## config.mk

```make
export PLATFORM = sky130hd
export DESIGN_NAME = seq_restoring_divider
export DESIGN_NICKNAME = d
export VERILOG_FILES = /design/src/rtl/seq_restoring_divider.sv
export SDC_FILE = /design/constraint.sdc
export NUM_CORES = 1
export LEC_CHECK = 0
export CORE_MARGIN = 3
export CORE_UTILIZATION = 40
export DETAILED_ROUTE_END_ITERATION = 8
export PLACE_DENSITY_LB_ADDON = 0.3
export RECOVER_POWER = 25
export REMOVE_ABC_BUFFERS = 1
export SKIP_CTS_REPAIR_TIMING = 1
export SYNTH_ARGS = -nofsm -noshare
export SYNTH_HDL_FRONTEND = slang
export SYNTH_SLANG_ARGS = --single-unit
```

## constraint.sdc

```tcl
create_clock -name clk -period 2.5 [get_ports clk]
set_input_delay 0.25 -clock clk [delete_from_list [all_inputs] [get_ports clk]]
set_output_delay 0.25 -clock clk [all_outputs]
set_load 0.01 [all_outputs]
```

## src/rtl/seq_restoring_divider.sv

```systemverilog
// Multi-cycle unsigned restoring divider: Q = A / B, R = A % B.
// One shift plus trial subtract per clock, N iterations per operation.
// A start/done handshake connects it to the controlling FSM. A zero divisor
// finishes in a single cycle: Q is all ones, R is A and div_by_zero is set.
module seq_restoring_divider #(
    parameter int N = 4
) (
    input  logic         clk,
    input  logic         rst_n,
    input  logic         start,
    input  logic [N-1:0] A,
    input  logic [N-1:0] B,
    output logic         busy,
    output logic         done,
    output logic [N-1:0] Q,
    output logic [N-1:0] R,
    output logic         div_by_zero
);

    localparam int CW = $clog2(N + 1);

    typedef enum logic [1:0] {
        S_IDLE = 2'd0,
        S_RUN  = 2'd1,
        S_DONE = 2'd2
    } state_t;

    state_t        state_q;
    logic [N-1:0]  q_q;
    logic [N-1:0]  r_q;
    logic [N-1:0]  b_q;
    logic [CW-1:0] cnt_q;
    logic          busy_q;
    logic          done_q;
    logic          dbz_q;

    logic [N-1:0]  r_shift_d;
    logic [N:0]    trial_d;

    // One iteration's datapath: shift {R,Q} left by one, then trial-subtract
    // the divisor in N+1 bits. The partial remainder is below 2^(N-1)
    // whenever a shift happens, so R's MSB is never lost.
    always_comb begin
        r_shift_d = {r_q[N-2:0], q_q[N-1]};
        trial_d   = {1'b0, r_shift_d} - {1'b0, b_q};
    end

    // Control FSM and datapath registers; all outputs come straight from flops.
    always_ff @(posedge clk or negedge rst_n) begin
        if (!rst_n) begin
            state_q <= S_IDLE;
            q_q     <= '0;
            r_q     <= '0;
            b_q     <= '0;
            cnt_q   <= '0;
            busy_q  <= 1'b0;
            done_q  <= 1'b0;
            dbz_q   <= 1'b0;
        end else begin
            case (state_q)
                // IDLE and DONE both accept a new request (back-to-back issue).
                S_IDLE, S_DONE: begin
                    done_q <= 1'b0;
                    busy_q <= 1'b0;
                    if (start) begin
                        b_q <= B;
                        if (B != '0) begin
                            r_q     <= '0;
                            q_q     <= A;
                            cnt_q   <= CW'(N);
                            dbz_q   <= 1'b0;
                            busy_q  <= 1'b1;
                            state_q <= S_RUN;
                        end else begin
                            q_q     <= '1;
                            r_q     <= A;
                            dbz_q   <= 1'b1;
                            done_q  <= 1'b1;
                            state_q <= S_DONE;
                        end
                    end else begin
                        state_q <= S_IDLE;
                    end
                end

                S_RUN: begin
                    // A negative trial result restores the shifted remainder.
                    if (trial_d[N]) begin
                        r_q <= r_shift_d;
                    end else begin
                        r_q <= trial_d[N-1:0];
                    end
                    q_q   <= {q_q[N-2:0], ~trial_d[N]};
                    cnt_q <= cnt_q - CW'(1);
                    if (cnt_q == CW'(1)) begin
                        busy_q  <= 1'b0;
                        done_q  <= 1'b1;
                        state_q <= S_DONE;
                    end
                end

                default: begin
                    busy_q  <= 1'b0;
                    done_q  <= 1'b0;
                    state_q <= S_IDLE;
                end
            endcase
        end
    end

    assign busy        = busy_q;
    assign done        = done_q;
    assign Q           = q_q;
    assign R           = r_q;
    assign div_by_zero = dbz_q;

endmodule
```

* Word level (Yosys, flattened, before mapping)
Cells that the tools add are included.
Word-level totals: memories kept 0, bits in registers 20, bits in latches 0, logic and storage cells 46, RAM bits 0, ROM bits 0, output and inout port bits 11
Operators by class: shift-type cells 0, $lt $le $gt $ge 0, $add $sub $neg 2, bitwise gates (word level) 1, reduce and logical (&&, ||, !) cells 7, equality and inequality tests 6, multipliers 0, div/mod/pow operators 0, muxes and demuxes 22
Operators with widths (count):
- 4-bit two-way mux | 5
- 4-bit one-hot mux with 2 select lines | 2
- 1-bit two-way mux | 6
- 2-bit two-way mux | 3
- 3-bit two-way mux | 2
- 2-bit != test (second input constant) | 3
- 3-bit one-hot mux with 2 select lines | 1
- 4-bit by 4-bit subtractor with 5-bit output | 1
- 1-bit one-hot mux with 2 select lines | 2
- 2-bit one-hot mux with 2 select lines | 1
- 2-bit AND reduction | 2
- 4-bit nonzero test | 1
- 3-bit by 1-bit equality test with 1-bit output (second input constant) | 1
- 3-bit AND reduction | 1
- 3-bit by 1-bit subtractor with 3-bit output (second input constant) | 1
- 2-bit by 1-bit equality test with 1-bit output (second input constant) | 1
- 2-bit equality test (second input constant) | 1
- 2-bit logical NOT | 1
- 2-bit nonzero test | 1
- 2-bit OR reduction | 1
- 1-bit inverter | 1

* Longest topological paths before layout
Gate-level depths: netlist (run 1).
depth in word-level cells 4, depth in mapped cells 8, depth with buffers taken out 8

* Worst setup path after synthesis (run 1)
No wires, ideal clock.
path kind flip-flop to flip-flop, start point register q_q[3], in the netlist Q[3], end point register r_q[1], in the netlist R[1], slack 0.618 ns, data required time 2.373 ns, buffers on the path 0, cell stages (with the launch flop) 9, period minus slack after synthesis 1.882 ns, arrival 1.755 ns, library setup time 0.127 ns, cells stage by stage dfrtp_1 > inv_1 > ha_1 > inv_1 > fa_1 > a21o_1 > a21oi_4 > mux2i_1 > a21oi_1
Between the ends: longest elaborated chain between the ends 3
RTL lines:
- from (decl) | RTL line 29 | logic [N-1:0] q_q;
- from (signal assigned) | RTL line 93 | q_q <= {q_q[N-2:0], ~trial_d[N]};
- 4-bit by 4-bit subtractor with 5-bit output | RTL line 45 | trial_d = {1'b0, r_shift_d} - {1'b0, b_q};
- 4-bit two-way mux | RTL line 88 | if (trial_d[N]) begin
- 4-bit one-hot mux with 2 select lines | RTL line 60 | case (state_q)
- to (signal assigned) | RTL line 89 | r_q <= r_shift_d;
- to (signal assigned) | RTL line 91 | r_q <= trial_d[N-1:0];
- to (decl) | RTL line 30 | logic [N-1:0] r_q;
Every way passes these cells. A chain may end at the register's enable or synchronous reset.

* Worst setup path after layout (run 1)
Ends and elaborated chain as after synthesis.

==> metrics.log, run 1 <==
[metrics] Post-Place Setup Slack: 0.465 ns
[metrics] worst min-delay path class: in -> async
[metrics] fillcell total: 243
[metrics] Layout area overhead: 23.3%
[metrics] number of levels the H-tree was split into: 1
[metrics] CTS Sinks: 19
[metrics] Via density: 5.46
[metrics] Worst-Margin Slew: 0.868 ns
[metrics] startpoint of the lowest-slack register-to-register path: Q[3]
[metrics] distinct cell type count after synthesis: 35
[metrics] Post-synth EDFFs: 0
[metrics] ys flop type: sky130_fd_sc_hd__dfrtp_1
[metrics] power density cells: 1390 nW/um^2
[metrics] die area: 3460 sq um
[metrics] n_diodes: 0
[metrics] Worst Reg-to-Reg Cells: 8
[metrics] Detail Route Antenna Nets: 0
[metrics] starting utilization of the core area: 0.435
[metrics] R2R Setup Slk: 0.45 ns
[metrics] detailed-placement wirelength estimate: 1.88 mm
[metrics] summed negative setup slack over all endpoints: 0 ns
[metrics] biggest fanout along the worst timing path: 4
[metrics] Critical Path Start Type: register
[metrics] TritonCTS clock tree: done
[metrics] final-report setup violation count: 0
[metrics] Root Buffer Master: sky130_fd_sc_hd__clkbuf_4
[metrics] number of maximum-capacitance violations: 0
[metrics] Fin. Hold Viols: 0
[metrics] total of flip-flops plus latches after synthesis: 19
[metrics] Max Root-Sink Buffers: 2
[metrics] Initial DRC Count: 31
[metrics] global route overflow: 0
[metrics] Routed WL: 2.44 mm
[metrics] Die Span X: 58.8 microns
[metrics] Netlist Area Pre-Place: 1120 sq um
[metrics] maximum operating frequency: 0.488 GHz
[metrics] post-synthesis async set-or-reset flop share: 1.00
[metrics] average footprint of a synthesized cell: 9.54 sq um
[metrics] GRT Total Usage: 0.161
[metrics] Die Ht: 58.8 microns
[metrics] antenna violations before repair: 0
[metrics] post-CTS clock slew at the launch and capture registers of the worst setup and hold paths: 0.11 ns
[metrics] Buffers on Ports: 21
[metrics] Top-Level Pins: 22
[metrics] layout cells sized above 1: 0.0935
[metrics] first-pass GRT wire length: 4.24 mm
[metrics] final setup skew: 0.00426 ns
[metrics] sequential element share of the synthesized area: 0.426
[metrics] FF/Latch Area: 475 sq um
[metrics] total CTS buffers: 3
[metrics] Layout Nets: 158
[metrics] clock latency on the worst-skew pair: 0.30 ns
[metrics] kind of end point of the critical path: register
[metrics] Setup CP Type: reg -> reg
[metrics] relative slew slack: 0.420
[metrics] DRC viols: 0
[metrics] Pins Over Slew Limit: 0
[metrics] post-route worst setup slack: 0.453 ns
[metrics] Site Rows: 18
[metrics] Final Cycle Share: 0.819
[metrics] detailed-router iteration count before antenna repair: 4
[metrics] leakage power of the design: 0.594 nW
[metrics] final RePlAce weighted congestion: 0.897
[metrics] largest net degree at the start of global routing: 20
[metrics] area inside the core boundary: 2570 sq um
[metrics] RSZ-0062 raised after global routing: no
[metrics] result of the run: finished clean
[metrics] WP data arrival: 2.20 ns
[metrics] Max rail drop VDD: 0.818 mV
[metrics] Yosys warning count: 0
[metrics] Synth Instances: 117
[metrics] end of the worst register-to-register path: R[1]
[metrics] area used by multi-input combinational logic: 581 sq um
[metrics] via count: 923
[metrics] vias in the first global route: 975
[metrics] Routed wire per std cell: 14.4 microns
[metrics] minimum period implied by the final worst setup slack: 2.05 ns
[metrics] required time at the worst-slack endpoint: 2.66 ns
-- layout make-up --
type                    instances  share of cell area
clock buffers                   3              0.0164
repair buffers                 23               0.164
clock inverters                 1             0.00364
inverters                       8              0.0218
multi-input cells              85               0.422
well taps                      30              0.0273
flip-flops and latches         19               0.345
-- Yosys cell counts, types with 2 or more instances --
cell type                  instances  area share
sky130_fd_sc_hd__and3_1            3       0.017
sky130_fd_sc_hd__o21ai_0          10       0.045
sky130_fd_sc_hd__mux2i_1           2       0.018
sky130_fd_sc_hd__nor2b_1           2       0.011
sky130_fd_sc_hd__ha_1              6       0.067
sky130_fd_sc_hd__nand3_1           7       0.031
sky130_fd_sc_hd__a211oi_1          2       0.013
sky130_fd_sc_hd__nand2_1          15       0.050
sky130_fd_sc_hd__nor2_1            3       0.010
sky130_fd_sc_hd__nor3_1            4       0.018
sky130_fd_sc_hd__o31ai_1           3       0.020
sky130_fd_sc_hd__nand2b_1          3       0.017
sky130_fd_sc_hd__dfrtp_1          19        0.43
sky130_fd_sc_hd__inv_1             8       0.027
sky130_fd_sc_hd__a21oi_1           8       0.036
sky130_fd_sc_hd__buf_2             3       0.013
-- cells in the final DEF (no fill, tap or decap), types with 2 or more instances in the layout --
master / synthesis / routed
sky130_fd_sc_hd__nor2_1: 3 / 3
sky130_fd_sc_hd__nor3_1: 4 / 4
sky130_fd_sc_hd__clkbuf_4: 1 / 3
sky130_fd_sc_hd__o31ai_1: 3 / 3
sky130_fd_sc_hd__clkdlybuf4s50_1: 0 / 20
sky130_fd_sc_hd__inv_1: 8 / 8
sky130_fd_sc_hd__nor2b_1: 2 / 2
sky130_fd_sc_hd__a21oi_1: 8 / 8
sky130_fd_sc_hd__o21ai_0: 10 / 10
sky130_fd_sc_hd__nand3_1: 7 / 7
sky130_fd_sc_hd__mux2i_1: 2 / 2
sky130_fd_sc_hd__dfrtp_1: 19 / 19
sky130_fd_sc_hd__buf_4: 1 / 2
sky130_fd_sc_hd__nand2b_1: 3 / 3
sky130_fd_sc_hd__a211oi_1: 2 / 2
sky130_fd_sc_hd__nand2_1: 15 / 15
sky130_fd_sc_hd__ha_1: 6 / 6
sky130_fd_sc_hd__and3_1: 3 / 3
-- through the flow --
| stage | power (W) | util | hold slack, ns | area [sq um] | std cells |
|---|---|---|---|---|---|
| after floorplan | 0.00137 | - | -0.0456 | 1090 | 112 |
| after global placement | 0.00172 | 0.525 | 0.470 | 1350 | 165 |
| after detailed placement | 0.00177 | 0.525 | 0.494 | 1350 | 165 |
| after CTS | 0.00194 | 0.536 | 0.443 | 1380 | 169 |
| after global routing | 0.00211 | 0.536 | 0.542 | 1380 | 169 |
| final | 0.00191 | 0.536 | 0.499 | 1380 | 169 |
-- power by group --
group	switching, W	leakage, nW	total (W)	internal (W)
Combinational	0.000628	0.347	0.00120	0.000567
Clock	0.0000954	0.0177	0.000155	0.0000596
Sequential	0.000106	0.230	0.000563	0.000457
Total	0.000830	0.594	0.00191	0.00108
-- worst max-delay path by stage --
stage,endpoint,cells after the start,start,slack [ns]
after global placement,R[1],8,Q[3],0.57
after global routing,R[1],8,Q[3],0.32
after CTS,R[1],8,Q[3],0.46
after detailed placement,R[1],8,Q[3],0.46
after floorplan,R[1],8,Q[3],0.59
final,R[1],8,Q[3],0.45
-- routing by layer --
layer	part of all wire	track usage	up-vias
met2	0.52	0.274	21
met5	0	0	-
met1	0.43	0.183	443
met4	0.0082	0.0841	0
met3	0.042	0.0417	2
li1	-	-	457
-- worst max-delay path, stage by stage, from the launching register on --
cell	delay (ns)
sky130_fd_sc_hd__dfrtp_1	0.40
sky130_fd_sc_hd__inv_1	0.08
sky130_fd_sc_hd__ha_1	0.18
sky130_fd_sc_hd__inv_1	0.08
sky130_fd_sc_hd__fa_1	0.45
sky130_fd_sc_hd__a21o_1	0.22
sky130_fd_sc_hd__a21oi_4	0.22
sky130_fd_sc_hd__mux2i_1	0.20
sky130_fd_sc_hd__a21oi_1	0.08
-- kinds of logic (layout without fill, tap and decap cells) --
family                     Yosys count  after routing  share of synthesized area
and+or+nand+nor                     44             44                      0.224
buffers and inverters               13             35                     0.0538
adders and majority gates            7              7                     0.0852
AOI/OAI and AO/OA                   31             31                      0.185
muxes                                2              2                     0.0179
DFF                                 19             19                      0.426
xor gates and xnor gates             1              1                    0.00785
-- flip-flops by register name, summed over array words and instances, names as in the netlist --
register	count
busy	1
b_q	4
div_by_zero	1
R	4
done	1
state_q	1
cnt_q	3
Q	4
(Power assumes the default switching activity.)
==> run 2, diff against run 1 <==
==> constraint.sdc (replaced) <==
create_clock -name clk -period 1.8 [get_ports clk]
set_input_delay 0.18 -clock clk [delete_from_list [all_inputs] [get_ports clk]]
set_output_delay 0.18 -clock clk [all_outputs]
set_load 0.01 [all_outputs]
==> metrics.log, run 2 (synthesized netlist as in run 1, its figures left out) <==
[metrics] Initial DRC Count: 24 (-23%)
[metrics] Critical Path Start Type: register
[metrics] minimum period implied by the final worst setup slack: 1.86 ns (-0.186 ns)
[metrics] Buffers on Ports: 21 (unchanged)
[metrics] total CTS buffers: 3 (unchanged)
[metrics] Die Ht: 58.8 microns (unchanged)
[metrics] Via density: 5.46 (about the same)
[metrics] number of levels the H-tree was split into: 1 (unchanged)
[metrics] sum of met2 wire segment lengths after detailed routing: 1.37 mm (+8.2%)
[metrics] final RePlAce weighted congestion: 0.870 (-2.9%)
[metrics] Max rail drop VDD: 1.23 mV (+51%)
[metrics] starting utilization of the core area: 0.435 (unchanged)
[metrics] final setup skew: 0.0100 ns (+0.00575 ns)
[metrics] maximum operating frequency: 0.537 GHz (+10%)
[metrics] number of maximum-capacitance violations: 0 (unchanged)
[metrics] Max Root-Sink Buffers: 2 (unchanged)
[metrics] Routed wire per std cell: 14.5 microns (+0.19%)
[metrics] area used by multi-input combinational logic: 601 sq um (+3.4%)
[metrics] Fin. Hold Viols: 0 (unchanged)
[metrics] Site Rows: 18 (unchanged)
[metrics] Detail Route Antenna Nets: 0 (unchanged)
[metrics] WP data arrival: 2.04 ns (-0.16 ns)
[metrics] RSZ-0062 raised after global routing: yes
[metrics] Inst Count DP: 170 (+3.0%)
[metrics] power density cells: 1970 nW/um^2 (+42%)
[metrics] R2R Setup Slk: -0.06 ns (-0.51 ns)
[metrics] worst min-delay path class: in -> reg
[metrics] Layout area overhead: 29.4%
[metrics] biggest fanout along the worst timing path: 4 (unchanged)
[metrics] Routed WL: 2.55 mm (+4.3%)
[metrics] n_diodes: 0 (unchanged)
[metrics] layout cells sized above 1: 0.158 (+0.0640)
[metrics] result of the run: finished, violations left
[metrics] via count: 961 (+4.1%)
[metrics] largest net degree at the start of global routing: 20 (unchanged)
[metrics] vias in the first global route: 934 (-4.2%)
[metrics] leakage power of the design: 0.621 nW (+4.5%)
[metrics] post-CTS clock slew at the launch and capture registers of the worst setup and hold paths: 0.12 ns (about the same)
[metrics] Die Span X: 58.8 microns (unchanged)
[metrics] detailed-router iteration count before antenna repair: 4 (unchanged)
[metrics] relative slew slack: 0.306 (-0.114)
[metrics] first-pass GRT wire length: 4.22 mm (-0.49%)
[metrics] kind of end point of the critical path: register
[metrics] Layout Nets: 165 (+4.4%)
[metrics] Top Metal Used: met4
[metrics] global route overflow: 0 (unchanged)
[metrics] FF/Latch Area: 475 sq um (unchanged)
[metrics] die area: 3460 sq um (unchanged)
[metrics] fillcell total: 244 (+0.41%)
[metrics] most frequent standard cell in the layout excluding fill and tap cells: sky130_fd_sc_hd__clkdlybuf4s50_1
[metrics] routed length on met3: 99 microns (-2.9%)
[metrics] Top-Level Pins: 22 (unchanged)
[metrics] Setup CP Type: reg -> reg
[metrics] Pins Over Slew Limit: 0 (unchanged)
[metrics] detailed-placement wirelength estimate: 1.93 mm (+2.7%)
[metrics] DRC viols: 0 (unchanged)
[metrics] final-report setup violation count: 5 (+5)
[metrics] CTS Sinks: 19 (unchanged)
[metrics] Worst-Margin Slew: 1.04 ns (+0.174 ns)
[metrics] final std cells w/o fill: 176 (+4.1%)
[metrics] failing checks: setup timing
[metrics] wire length on met1: 1.07 mm (+1.0%)
[metrics] post-route worst setup slack: -0.0613 ns (-0.514 ns)
[metrics] required time at the worst-slack endpoint: 1.98 ns (-0.68 ns)
[metrics] GRT Total Usage: 0.159 (-0.00169)
[metrics] area inside the core boundary: 2570 sq um (unchanged)
[metrics] TritonCTS clock tree: done
[metrics] Final Cycle Share: 1.03 (+0.215)
[metrics] Root Buffer Master: sky130_fd_sc_hd__clkbuf_4
[metrics] antenna violations before repair: 0 (unchanged)
[metrics] clock latency on the worst-skew pair: 0.30 ns (about the same)
[metrics] highest-count cells in the layout ignoring fill and taps: 20 x sky130_fd_sc_hd__clkdlybuf4s50_1, 19 x sky130_fd_sc_hd__dfrtp_1, 15 x sky130_fd_sc_hd__nand2_1
[metrics] Post-Place Setup Slack: -0.115 ns (-0.580 ns)
[run 2: changes by cell type in the layout (fill, tap and decap cells not counted), sizes merged]
cell    change
buf         +6
clkbuf      +2
clkinv      -1
[run 2: final cells by class]
type / instances / share of cell area
Sequential cell: 19 / 0.329
Clock buffer: 4 / 0.0182
Multi-Input combinational cell: 85 / 0.416
Timing Repair Buffer: 30 / 0.190
Inverter: 8 / 0.0208
Tap cell: 30 / 0.0260
[run 2: power breakdown]
part	switching, W	leakage, nW	internal [W]
registers	0.000141	0.230	0.000635
clock network	0.000134	0.0150	0.0000862
logic	0.000931	0.376	0.000920
total	0.00121	0.621	0.00164
[run 2: stage by stage]
stage / setup TNS [ns] / hold WS [ns] / utilization / area [sq um] / power (W)
after floorplan: -0.245 / -0.116 / - / 1090 / 0.00190
after global placement: -0.0900 / 0.470 / 0.540 / 1390 / 0.00248
after detailed placement: -0.471 / 0.485 / 0.540 / 1390 / 0.00256
after CTS: -0.550 / 0.204 / 0.550 / 1410 / 0.00278
after global routing: -0.692 / 0.509 / 0.562 / 1440 / 0.00313
final: -0.154 / 0.495 / 0.562 / 1440 / 0.00285
[run 2: layer usage]
| metal | up-vias | global-route usage |
|---|---|---|
| met2 | 17 | 0.278 |
| met1 | 474 | 0.197 |
| met5 | - | 0 |
| met3 | 2 | 0.0307 |
| met4 | 0 | 0.0485 |
| li1 | 468 | - |
[run 2: worst paths after layout]
kind | end | start | depth (start not counted)
setup / recovery | R[1] | Q[3] | 8
hold / removal | R[2] | A[2] | 3
setup reg to reg | R[1] | Q[3] | 8
hold reg to reg | div_by_zero | div_by_zero | 2
max in group asynchronous | R[2] | rst_n | 2
min in group asynchronous | busy | rst_n | 2
[run 2: worst max-delay path, stage by stage, from the launching register on]
cell                      delay (ns)
sky130_fd_sc_hd__dfrtp_1        0.41
sky130_fd_sc_hd__inv_2          0.09
sky130_fd_sc_hd__ha_4           0.13
sky130_fd_sc_hd__inv_2          0.04
sky130_fd_sc_hd__fa_2           0.39
sky130_fd_sc_hd__a21o_1         0.21
sky130_fd_sc_hd__a21oi_4        0.19
sky130_fd_sc_hd__mux2i_1        0.20
sky130_fd_sc_hd__a21oi_1        0.08
==> RTL edit 1: new RTL, settings of run 1 <==
Put one more register stage on the output `done`, with the module's reset. The value now appears one clock later. The other outputs are not delayed to match.
--- a/src/rtl/seq_restoring_divider.sv
+++ b/src/rtl/seq_restoring_divider.sv
@@ -110,5 +110,11 @@
 
     assign busy        = busy_q;
-    assign done        = done_q;
+    always_ff @(posedge clk or negedge rst_n) begin
+        if (!rst_n) begin
+            done <= '0;
+        end else begin
+            done <= done_q;
+        end
+    end
     assign Q           = q_q;
     assign R           = r_q;
Function: changed (Yosys sat finds a counterexample within 4 cycles, from zero or initial values and one cycle with rst_n low).
==> RTL edit 1 against run 1 <==
Sequential cell count grew 1; synthesized area down 0.78%; sequential share of layout area grew 1.6 points; cell count rose by 1.8%; final area up 0.55%; critical path depth stayed put; total power fell by 0.16%; wire length down 0.78%; worst setup slack improved by 180 ps.
==> RTL edit 1: results (changes against run 1) <==
Outcome
Result of the run: complete, no violations (unchanged).

Critical path
The delay of the slowest cell on the worst path is 410 ps (was 450 ps). The data arrival time of the critical path was 2120 ps (was 2200 ps). The minimum setup slack among reg-to-reg paths is 630 ps (was 450 ps).

The endpoint of the worst setup timing path is R[0]$_DFFE_PN0P_ (was R[1]$_DFFE_PN0P_). The slowest stage cell on the critical path is dfrtp_1 (was fa_1).

Synth
The mean post-synth cell area was 9.31 sq um (was 9.54 sq um). Commonest cells in the synthesized netlist: 23 x nand2_1, 20 x dfrtp_1, 9 x inv_1, 8 x o21ai_1, 7 x nand3_1 (was 19 x dfrtp_1, 15 x nand2_1, 10 x o21ai_0, 8 x a21oi_1, 8 x inv_1). The share of the yosys chip area belonging to registers was 45.2% (was 42.6%). Most area-consuming cells after synthesis: dfrtp_1 45%, nand2_1 7.8%, ha_1 6.8%, o21ai_1 3.6%, nand3_1 3.2% (was dfrtp_1 43%, ha_1 6.7%, nand2_1 5.0%, o21ai_0 4.5%, a21oi_1 3.6%).

The portion of netlist area occupied by mux cells is 1.92% (was 1.79%). The XOR/XNOR share of the synthesized area came to 0% (was 0.785%).

Global route
The global routing usage on met1 is 20.8% (was 18.3%). The number of global-route vias before repair is 886 (was 975). The global-route met3 utilization was 2.63% (was 4.17%). The largest net degree at the start of global routing came to 21 (was 20). The wire length of the first global-routing pass is 4040 um (was 4240 um).

The combined global-route utilization of all metal layers is 15.7% (was 16.1%).

Place
The pre-CTS setup slack is 649 ps (was 465 ps). The placed cell count is 168 (was 165). The placed standard-cell area was 1350 sq um (about the same). The routability congestion estimate from global placement is 0.820 (was 0.897).

Final layout
The share of layout cells above drive strength 1 is 8.45% (was 9.35%). The layout net count is 161 (was 158). The number of inserted filler cells in the final layout is 248 (was 243).

STA
The post-route worst hold slack is 402 ps (was 499 ps). The transition time at the pin with the least slew margin is 1120 ps (was 868 ps). The final worst clock skew came to 1.74 ps (was 4.26 ps).

Route
The iteration-0 DRC count of the detailed router is 16 (was 31). The via total after detailed routing is 919 (was 923). The mean routed wirelength per cell is 14.1 um (was 14.4 um).

The final wirelength is 2420 um (was 2440 um).

Power
The switching portion of total power is 43.1% (was 43.3%). The maximum ir drop on the vdd rail was 0.729 mV (was 0.818 mV). The total power per unit cell area is 1380 nW/um^2 (was 1390 nW/um^2).
[RTL edit 1: cell types whose count changed in the layout (fill, tap and decap cells not counted), sizes merged, moves of 2 or more]
cell	delta
clkbuf	+2
a31oi	+2
nand2	+7
o31ai	-2
a21oi	-4
nor3b	-2
[RTL edit 1: final cells by class]
| cell class | count | share of cell area, % |
|---|---|---|
| well taps | 30 | 2.71 |
| clock buffers | 4 | 2.62 |
| inverters | 9 | 2.44 |
| flip-flops and latches | 20 | 36.2 |
| multi-input cells | 86 | 40.1 |
| repair buffers | 23 | 16.0 |
[RTL edit 1: cells by family after synthesis]
logic type | after synthesis
AND/OR/NAND/NOR | 50
AO/OA/AOI/OAI | 27
flip-flops | 20
buffers and inverters | 13
adder cells (fa/ha/maj) | 7
multiplexers | 2
[RTL edit 1: layer usage]
metal / vias to the layer above / part of all wire, %
li1: 458 / -
met1: 432 / 45
met2: 24 / 50
met3: 5 / 3.8
met4: 0 / 1.8
met5: - / 0
==> RTL edit 2: new RTL, settings of run 1 <==
Made on the original files. Set the parameter `N` to 8 (it was 4).
--- a/src/rtl/seq_restoring_divider.sv
+++ b/src/rtl/seq_restoring_divider.sv
@@ -4,5 +4,5 @@
 // finishes in a single cycle: Q is all ones, R is A and div_by_zero is set.
 module seq_restoring_divider #(
-    parameter int N = 4
+    parameter int N = 8
 ) (
     input  logic         clk,
Interface: changed (resized A, B, Q and R); port bits go from 22 to 38. No check against the original RTL was run, so the function may have changed too.
==> RTL edit 2 against run 1 <==
The flow now finishes with violations (capacitance limit, slew limit); hold slack lost 11 ps; synthesized area grew 66%; sequential share of layout area shrank 1.8 points; worst setup slack lost 310 ps; clock skew grew 1.2 ps; sequential cell count grew 12; final area grew 72%; sequential power grew 67%; wire length grew 87%; total power grew 91%; largest cell class unchanged; largest power group unchanged.
==> RTL edit 2: results (changes against run 1) <==
Outcome
Result of the run: finished with violations (was complete, no violations). The final reports fail on capacitance limit, slew limit.

Clock network
The largest buffer count on any clock path came to 2 (unchanged). The clock transition at the registers of the reported paths was 70 ps (was 110 ps). The root buffer selected by CTS is clkbuf_8 (was clkbuf_4).

The number of H-tree levels is 2 (was 1). The clock reaches the later pin of the worst-skew pair after 290 ps. The clock buffer count from CTS was 5 (was 3).

Critical path
The sort of element at the start of the critical path is a flip-flop (unchanged). The maximum fanout encountered on the critical timing path is 12 (was 4). The startpoint of the worst-slack reg-to-reg timing path is R[4]$_DFFE_PN0P_ (was Q[3]$_DFFE_PN0P_). The data arrival time of the critical path is 2540 ps (was 2200 ps). The path depth of the worst reg2reg path was 6 (was 8).

Synth
The share of synthesized flip-flops with an asynchronous set or reset is 100% (unchanged). The share of the yosys chip area belonging to registers came to 41.8% (was 42.6%). The synthesis warning total was 0 (unchanged). Commonest cells in the synthesized netlist: 33 x nand2_1, 31 x dfrtp_1, 15 x inv_1, 14 x nor2_1 (was 19 x dfrtp_1, 15 x nand2_1, 10 x o21ai_0, 8 x a21oi_1, 8 x inv_1).

Most area-consuming cells after synthesis: dfrtp_1 42%, ha_1 6.7%, nand2_1 6.7%, o21ai_0 3.5%, o21ai_1 3.5% (was dfrtp_1 43%, ha_1 6.7%, nand2_1 5.0%, o21ai_0 4.5%, a21oi_1 3.6%). The number of distinct library cells after synthesis came to 49 (was 35). The mean post-synth cell area was 8.93 sq um (was 9.54 sq um).

Min path
The class of the most critical hold timing path is flip-flop to flip-flop (was input pin to async pin). The cell count of the worst hold path is 2. In this run the most critical hold path is launched from div_by_zero$_DFFE_PN0P_.

Final layout
The antenna diode count was 0 (unchanged). The share of layout cells above drive strength 1 is 8.43% (was 9.35%). The layout net count is 278 (was 158). The number of inserted filler cells in the final layout is 433 (was 243).

Global route
The number of global-route vias before repair is 1618 (was 975). The combined global-route utilization of all metal layers was 18.4% (was 16.1%). The wire length of the first global-routing pass was 7710 um (was 4240 um). The largest net degree at the start of global routing is 32 (was 20). The initial antenna violation count is 0 (unchanged).

Route
The iteration-0 DRC count of the detailed router is 74 (was 31). The mean routed wirelength per cell is 15.1 um (was 14.4 um). The via total after detailed routing was 1649 (was 923). The routed via count divided by cell count came to 5.48 (was 5.46). The iteration count of the initial detailed-routing pass is 4 (unchanged).

Power
The maximum ir drop on the vdd rail is 0.550 mV (was 0.818 mV). The leakage component of the power came to 0.00104 uW (was 0.000594 uW). The switching power total came to 1600 uW (was 830 uW).

Job
The reported max-cap violation count is 1 (was 0).

STA
The final worst clock skew is 5.45 ps (was 4.26 ps). The number of pins exceeding their max-slew limit in the final report is 32 (was 0). The worst slew slack as a fraction of its limit is -14.6% (was 42.0%).

Place
The placed standard-cell area came to 2290 sq um (was 1350 sq um). The sum of net half-perimeters after detailed placement came to 3250 um (was 1880 um). The routability congestion estimate from global placement is 0.820 (was 0.897). The count of input and output buffers is 37 (was 21). The placed cell count is 293 (was 165).
## RTL edit 2: cell count changes in the layout (fill, tap and decap cells not counted), moves of 4 or more
cell,change
nand3_1,-5
nand2_1,+18
dfrtp_1,+12
inv_1,+7
o21ai_1,+13
clkbuf_8,+5
nor2_1,+11
clkdlybuf4s50_1,+16
nor3_1,-4
a22oi_1,+6
ha_1,+4
## RTL edit 2: final cells by class
cell class / count / area (sq um) / share of cell area (%)
clock buffer: 5 / 68.8 / 2.90
sequential: 31 / 776 / 32.7
tap: 52 / 65.1 / 2.74
inverter: 15 / 56.3 / 2.37
clock inverter: 3 / 15.0 / 0.633
timing repair buffer: 43 / 412 / 17.4
multi-input combinational: 152 / 980 / 41.3
## RTL edit 2: logic make-up after synthesis
kind of cell    count (synthesis)  share of synthesized area (%)
flops                          31                           41.8
buf+inv                        25                           5.72
xor+xnor                        2                          0.943
mux                             5                           2.90
compound gates                 69                           23.9
simple gates                   65                           17.0
fa+ha+maj                      11                           7.81
## RTL edit 2: worst max-delay path: stages, from the launching register on
cell and delay [ps]:
dfrtp_1 420, ha_1 390, a21oi_1 250, o21ai_1 100, a21oi_2 460, mux2_1 380, a221oi_1 240
## RTL edit 2: power by group through the flow
| stage | clock network (uW) | logic (uW) | registers [uW] |
|---|---|---|---|
| 6_report | 392 | 2320 | 940 |
| 5_1_grt | 419 | 2600 | 973 |
| 4_1_cts | 401 | 2310 | 942 |
| 3_5_place_dp | 0 | 2280 | 951 |
| 3_3_place_gp | 0 | 2240 | 941 |
| 2_1_floorplan | 0 | 1500 | 974 |
## RTL edit 2: path summary, 6_finish.rpt
kind,endpoint,slack (ps)
worst max-delay path,R[0]$_DFFE_PN0P_,140
worst min-delay path,div_by_zero$_DFFE_PN0P_,490
worst max register to register,R[0]$_DFFE_PN0P_,140
worst min register to register,div_by_zero$_DFFE_PN0P_,490
max in group asynchronous,Q[7]$_DFFE_PN0P_,570
min in group asynchronous,b_q[2]$_DFFE_PN0P_,930
## RTL edit 2: routing by layer
metal | track usage [%] | vias up | wire length [um]
li1 | - | 821 | -
met1 | 24.5 | 784 | 2130
met2 | 28.4 | 33 | 2110
met3 | 5.00 | 11 | 211
met4 | 7.24 | 0 | 106
met5 | 0 | - | 0
## RTL edit 2: per-stage QoR
step                      setup slack [ps]  hold WS [ps]  util [%]
after global placement                 229           465      51.8
after detailed placement               113           464      51.8
final                                  144           488      53.7
after floorplan                        263         -45.6         -
after global routing                  23.9           509      53.7
after CTS                             79.1           366      53.7
